==> src/rtl/muldiv_pkg.sv <==
// Shared encodings for the iterative multiply/divide sequencer: op codes,
// FSM states and the default operand width.
package muldiv_pkg;

    localparam int WIDTH_DEF = 32;

    typedef enum logic [1:0] {
        OP_UMUL = 2'b00,
        OP_SMUL = 2'b01,
        OP_UDIV = 2'b10,
        OP_SDIV = 2'b11
    } op_e;

    typedef enum logic [1:0] {
        S_IDLE = 2'b00,
        S_CALC = 2'b01,
        S_FIX  = 2'b10,
        S_DONE = 2'b11
    } state_e;

endpackage

==> src/rtl/muldiv_step.sv <==
// One iteration of the sequencer datapath: shift-add for multiply (div_i=0)
// or restoring trial-subtract-and-shift for divide (div_i=1).
module muldiv_step
    import muldiv_pkg::*;
#(
    parameter int WIDTH = WIDTH_DEF
) (
    input  logic             div_i,
    input  logic [WIDTH-1:0] hi_i,
    input  logic [WIDTH-1:0] lo_i,
    input  logic [WIDTH-1:0] opnd_i,
    output logic [WIDTH-1:0] hi_o,
    output logic [WIDTH-1:0] lo_o
);

    logic [WIDTH:0] sum;
    logic [WIDTH:0] rem_s;
    logic           fits;

    always_comb begin
        // Multiply: the WIDTH+1-bit sum keeps the carry that shifts into hi
        sum   = {1'b0, hi_i} + (lo_i[0] ? {1'b0, opnd_i} : '0);
        rem_s = {hi_i, lo_i[WIDTH-1]};
        fits  = (rem_s >= {1'b0, opnd_i});
        if (div_i) begin
            hi_o = fits ? WIDTH'(rem_s - {1'b0, opnd_i}) : rem_s[WIDTH-1:0];
            lo_o = {lo_i[WIDTH-2:0], fits};
        end else begin
            hi_o = sum[WIDTH:1];
            lo_o = {sum[0], lo_i[WIDTH-1:1]};
        end
    end

endmodule

==> src/rtl/muldiv_seq.sv <==
// Iterative UMULL/SMULL/UDIV/SDIV sequencer, one step per clock.
// Optional MULDIV_FLAGS_EN adds a registered {N,Z,C,V} flags output.
module muldiv_seq
    import muldiv_pkg::*;
#(
    parameter int WIDTH = WIDTH_DEF
) (
    input  logic             clk,
    input  logic             reset,
    input  logic             start,
    input  logic [1:0]       op,
    input  logic [WIDTH-1:0] a,
    input  logic [WIDTH-1:0] b,
    output logic             busy,
    output logic             done,
    output logic [WIDTH-1:0] result_lo,
    output logic [WIDTH-1:0] result_hi
`ifdef MULDIV_FLAGS_EN
    ,
    output logic [3:0]       flags
`endif
);

    localparam int CW = $clog2(WIDTH);
    localparam logic [CW-1:0] CNT_LAST = CW'(WIDTH - 1);

    state_e           state_q;
    op_e              op_q;
    logic [CW-1:0]    cnt_q;
    logic [WIDTH-1:0] hi_q, lo_q, opnd_q, a_q;
    logic [WIDTH-1:0] res_lo_q, res_hi_q;
    logic             sign_res_q, sign_rem_q, div0_q, busy_q, done_q;
    logic [WIDTH-1:0] hi_d, lo_d, fix_lo_d, fix_hi_d;
    logic [WIDTH-1:0] a_mag, b_mag;
    logic             accept;

    function automatic logic [WIDTH-1:0] abs_val(input logic [WIDTH-1:0] v);
        return v[WIDTH-1] ? -v : v;
    endfunction

    assign accept = start && (state_q == S_IDLE || state_q == S_DONE);
    assign a_mag  = op[0] ? abs_val(a) : a;
    assign b_mag  = op[0] ? abs_val(b) : b;

    muldiv_step #(.WIDTH(WIDTH)) u_step (
        .div_i  (op_q[1]),
        .hi_i   (hi_q),
        .lo_i   (lo_q),
        .opnd_i (opnd_q),
        .hi_o   (hi_d),
        .lo_o   (lo_d)
    );

    // Sign correction and divide-by-zero override applied in FIX
    always_comb begin
        fix_hi_d = hi_q;
        fix_lo_d = lo_q;
        if (!op_q[1]) begin
            if (op_q == OP_SMUL && sign_res_q)
                {fix_hi_d, fix_lo_d} = -{hi_q, lo_q};
        end else if (div0_q) begin
            fix_lo_d = '0;
            fix_hi_d = a_q;
        end else if (op_q == OP_SDIV) begin
            if (sign_res_q) fix_lo_d = -lo_q;
            if (sign_rem_q) fix_hi_d = -hi_q;
        end
    end

`ifdef MULDIV_FLAGS_EN
    logic [3:0] flags_q;
    logic       flag_n, flag_z;
    assign flag_n = op_q[1] ? fix_lo_d[WIDTH-1] : fix_hi_d[WIDTH-1];
    assign flag_z = op_q[1] ? (fix_lo_d == '0) : ({fix_hi_d, fix_lo_d} == '0);
    assign flags  = flags_q;
`endif

    always_ff @(posedge clk) begin
        if (reset) begin
            state_q    <= S_IDLE;
            op_q       <= OP_UMUL;
            cnt_q      <= '0;
            hi_q       <= '0;
            lo_q       <= '0;
            opnd_q     <= '0;
            a_q        <= '0;
            res_lo_q   <= '0;
            res_hi_q   <= '0;
            sign_res_q <= 1'b0;
            sign_rem_q <= 1'b0;
            div0_q     <= 1'b0;
            busy_q     <= 1'b0;
            done_q     <= 1'b0;
`ifdef MULDIV_FLAGS_EN
            flags_q    <= '0;
`endif
        end else begin
            done_q <= 1'b0;
            if (accept) begin
                // Multiply: lo holds multiplier, opnd the multiplicand; divide: lo holds dividend
                op_q       <= op_e'(op);
                hi_q       <= '0;
                lo_q       <= op[1] ? a_mag : b_mag;
                opnd_q     <= op[1] ? b_mag : a_mag;
                a_q        <= a;
                sign_res_q <= op[0] & (a[WIDTH-1] ^ b[WIDTH-1]);
                sign_rem_q <= op[0] & a[WIDTH-1];
                div0_q     <= op[1] & (b == '0);
                cnt_q      <= '0;
                busy_q     <= 1'b1;
                state_q    <= S_CALC;
            end
            case (state_q)
                S_CALC: begin
                    hi_q  <= hi_d;
                    lo_q  <= lo_d;
                    cnt_q <= cnt_q + CW'(1);
                    if (cnt_q == CNT_LAST) state_q <= S_FIX;
                end
                S_FIX: begin
                    res_lo_q <= fix_lo_d;
                    res_hi_q <= fix_hi_d;
`ifdef MULDIV_FLAGS_EN
                    flags_q  <= {flag_n, flag_z, 2'b00};
`endif
                    busy_q   <= 1'b0;
                    state_q  <= S_DONE;
                end
                S_DONE: begin
                    done_q <= 1'b1;
                    if (!start) state_q <= S_IDLE;
                end
                default: ;
            endcase
        end
    end

    assign busy      = busy_q;
    assign done      = done_q;
    assign result_lo = res_lo_q;
    assign result_hi = res_hi_q;

endmodule

==> config.mk <==
export PLATFORM = sky130hd
export DESIGN_NAME = muldiv_seq
export DESIGN_NICKNAME = d
export VERILOG_FILES = /design/src/rtl/muldiv_pkg.sv /design/src/rtl/muldiv_step.sv /design/src/rtl/muldiv_seq.sv
export SDC_FILE = /design/constraint.sdc
export NUM_CORES = 1
export LEC_CHECK = 0
export CAP_MARGIN = 25
export CORE_MARGIN = 2
export CORE_UTILIZATION = 40
export CTS_BUF_LIST = sky130_fd_sc_hd__clkbuf_8
export DETAILED_ROUTE_END_ITERATION = 10
export PLACE_DENSITY_LB_ADDON = 0.1
export SYNTH_ARGS = -nofsm -noshare
export SYNTH_HDL_FRONTEND = slang
export SYNTH_SLANG_ARGS = --single-unit
==> constraint.sdc <==
create_clock -name clk -period 3.84 [get_ports clk]
set_input_delay 0.768 -clock clk [delete_from_list [all_inputs] [get_ports clk]]
set_output_delay 0.768 -clock clk [all_outputs]
set_load 0.03 [all_outputs]
==> key figures <==
Setup path
  • Setup Crit Path Kind: reg2reg
  • Max incr delay on CP: 0.49 ns
  • CP endpoint kind: flop
  • Crit Path Max Fanout: 14
  • Critical Path RT: 4.34 ns
  • Critical path arrival: 4.17 ns
  • CP Cell Sequence: inv_1 > buf_4 > nor2_1 > ha_1 > nand2_1 > o21ai_0 > nand3_1 > o211ai_1 > a221oi_1 > o41ai_1 > xor2_1 > o221ai_1 > o21ai_1
  • Slowest cell on crit path: o41ai_1
  • CP startpoint kind: flop

Synthesis
  • Cells after synthesis: 2214
  • Cell Area, Synth: 0.0163 sq mm
  • Synth top area cells: dfxtp_1 25%, a21oi_1 6.7%, nand2_1 6.6%, xnor2_1 6.5%, ha_1 5.7%
  • Yosys top cell by area: dfxtp_1
  • Yosys cell types: 83
  • Yosys reg bits: 206
  • Share of the synthesized area in the top cell type: 25.4%
  • Synth cell count leaders: 285 x nand2_1, 232 x nor2_1, 219 x a21oi_1
  • Asr flop ratio synth: 0%
  • Yosys warns: 0
  • Syn_nets: 2359
  • Most frequent cell after synthesis: nand2_1
  • Synth Flop Type: dfxtp_1
  • Avg Cell Area, Syn: 7.34 sq um
  • Sequential area share after synthesis: 25.4%
  • EDFF count, synth: 0

Route
  • Post-route ant nets: 0
  • Vias: 17.0k
  • Drt drc: 0
  • Drt initial violations: 1577
  • WL final: 62300 um
  • Drt via density: 5.87
  • TritonRoute pass-1 iters: 6
  • Wirelength per Cell: 21.5 um

Power
  • Sw Pwr: 2.52 mW
  • Internal power: 4.50 mW
  • Pwr/cell area: 361 mW/mm^2
  • Leak: 7.78 nW
  • Power share of the clock group: 36.0%
  • Comb power frac: 29.7%
  • Flop pwr share: 34.2%
  • Sw frac: 35.9%
  • VDD IR max: 0.000247 V

Die
  • # rows: 73
  • Ports: 135
  • Core ar.: 0.0399 sq mm
  • Die width: 206 um
  • Initial Utilization: 40.7%
  • Die area: 0.0423 sq mm
  • Die Span Y: 206 um

STA
  • Final setup viols: 0
  • Max Transition Viols Final: 0
  • Fin Hold WS: 0.453 ns
  • RSZ-0062 raised after global routing: no
  • Slew @ Worst Pin: 0.897 ns
  • Clock period minus worst slack: 3.68 ns
  • Tcrit/Tclk final: 95.7%
  • Clock Skews: 0.0354 ns
  • Post-Route Setup TNS: 0 ns
  • Slew headroom: 40.0%
  • Hold Vio Cnt, Final: 0
  • Fmax: 272 MHz

CTS
  • Num Clock Sinks: 206
  • H-tree levels: 2
  • Clk slew on worst S/H paths: 0.06 ns
  • Setup bufs post-CTS: 0
  • Clk_lat worst skew: 0.59 ns
  • Total CTS buffers: 40
  • CTS tree: yes
  • Max clock buf depth: 3
  • Cts hold-fix bufs: 0
  • Root Buffer: clkbuf_8
  • Post-cts resize count: 0

Placement
  • Detailed placer's ending HPWL: 48000 um
  • Buffers on Ports: 134
  • Placed cell areas: 0.0186 sq mm
  • Routability cong.: 0.962

Global routing
  • Vias in the first global route: 16.0k
  • Overflow after GRT: 0
  • Largest net degree at the start of global routing: 73
  • Tot GR Track Use: 29.0%
  • First-pass GRT wire length: 94400 um
  • Initial antenna violation count: 0

Job
  • Max Cap Viol: 0

Cells and area
  • Fin area: 0.0195 sq mm
  • Antenna fix cells: 0
  • P&R area growth vs syn: 19.8%
  • Final layout net count: 2490
  • Layout cell share with drive strength beyond 1: 9.31%

Status
  • Status: completed

Min path
  • Min-Delay Path Class: reg2reg
==> per-layer routing <==
| metal | wire (um) | GRT usage, % | vias to the layer above |
|---|---|---|---|
| li1 | - | - | 8214 |
| met1 | 29000 | 41.3 | 8168 |
| met2 | 28300 | 46.7 | 541 |
| met3 | 3400 | 2.45 | 84 |
| met4 | 1620 | 8.14 | 0 |
| met5 | 0 | 0 | - |
==> power by group through the flow <==
stage          sequential (mW)  combinational, mW  clock (mW)
2_1_floorplan             2.37               1.38           0
3_3_place_gp              2.45               2.04           0
3_5_place_dp              2.45               2.04           0
4_1_cts                   2.40               2.06        2.57
5_1_grt                   2.42               2.27        2.66
6_report                  2.40               2.09        2.53
==> worst max-delay path: cells and delay by family (launching register included) <==
family / cells / cell delay, ns
buffers and inverters: 2 / 0.44
AO/OA/AOI/OAI: 6 / 1.85
adder cells (fa/ha/maj): 1 / 0.36
XOR/XNOR: 1 / 0.23
flip-flops: 1 / 0.35
AND/OR/NAND/NOR: 3 / 0.36
==> final cells by class <==
type / count / area (sq um)
timing repair buffer: 258 / 2280
tap: 525 / 657
sequential: 206 / 4130
fill: 4083 / 20400
clock inverter: 24 / 240
clock buffer: 47 / 647
inverter: 75 / 282
multi-input combinational: 1764 / 11200
==> cells by family (layout without fill, tap and decap cells) <==
kind of cell	count (synthesis)	in the layout	share of synthesized area, %
muxes	64	64	3.94
xor gates and xnor gates	198	198	10.7
and+or+nand+nor	741	741	21.2
AOI/OAI and AO/OA	685	685	27.2
DFF	206	206	25.4
buffers and inverters	244	404	5.73
adders and majority gates	76	76	5.94
==> registers in the layout, summed over array words and instances (netlist names) <==
| signal | count |
|---|---|
| a_q | 32 |
| div0_q | 1 |
| cnt_q | 5 |
| result_lo | 32 |
| hi_q | 32 |
| result_hi | 32 |
| sign_res_q | 1 |
| state_q | 2 |
| opnd_q | 32 |
| sign_rem_q | 1 |
| op_q | 2 |
| busy | 1 |
| done | 1 |
| lo_q | 32 |
==> worst paths after layout <==
check                             from                    end  slack (ns)  depth (start not counted)
setup / recovery  lo_q[0]$_SDFFE_PP0P_  hi_q[28]$_SDFFE_PP0P_        0.16                         13
hold / removal    a_q[22]$_SDFFE_PP0P_   a_q[22]$_SDFFE_PP0P_        0.45                          2
setup reg to reg  lo_q[0]$_SDFFE_PP0P_  hi_q[28]$_SDFFE_PP0P_        0.16                         13
hold reg to reg   a_q[22]$_SDFFE_PP0P_   a_q[22]$_SDFFE_PP0P_        0.45                          2
==> stage by stage <==
| step | utilization [%] | instances | total power, mW | setup slack, ns |
|---|---|---|---|---|
| detailed placement | 46.6 | 2828 | 4.49 | 0.0702 |
| floorplan | - | 2214 | 3.74 | 0.822 |
| finish | 48.8 | 2899 | 7.02 | 0.164 |
| CTS | 48.8 | 2899 | 7.03 | 0.272 |
| global placement | 46.6 | 2828 | 4.48 | 0.0754 |
| global route | 48.8 | 2899 | 7.35 | 0.0217 |
==> cells in the final DEF (no fill, tap or decap), drive strengths merged, types with 7 or more instances in the layout <==
| master | synthesis | layout |
|---|---|---|
| nor2 | 233 | 233 |
| o21bai | 12 | 12 |
| clkinv | 2 | 11 |
| a22oi | 28 | 28 |
| o221ai | 11 | 11 |
| clkbuf | 147 | 47 |
| o31ai | 16 | 16 |
| or4 | 14 | 14 |
| nor4 | 20 | 20 |
| a22o | 12 | 12 |
| o41ai | 10 | 10 |
| nand3 | 25 | 25 |
| clkdlybuf4s50 | 0 | 132 |
| a31oi | 32 | 32 |
| nor2b | 10 | 10 |
| dfxtp | 206 | 206 |
| a21oi | 219 | 219 |
| a221oi | 14 | 14 |
| a211oi | 60 | 60 |
| ha | 74 | 74 |
| nor3 | 44 | 44 |
| inv | 73 | 81 |
| nand2 | 285 | 285 |
| a311oi | 8 | 8 |
| nand4 | 17 | 17 |
| mux2i | 64 | 64 |
| o21ai | 126 | 126 |
| or3 | 13 | 13 |
| a221o | 7 | 7 |
| xor2 | 77 | 77 |
| o21a | 8 | 8 |
| and2 | 18 | 18 |
| and3 | 15 | 15 |
| o211ai | 54 | 54 |
| buf | 22 | 126 |
| xnor2 | 121 | 121 |
| nand2b | 17 | 17 |
| a21o | 27 | 27 |
Note: power is estimated with default switching activity, not from simulation.
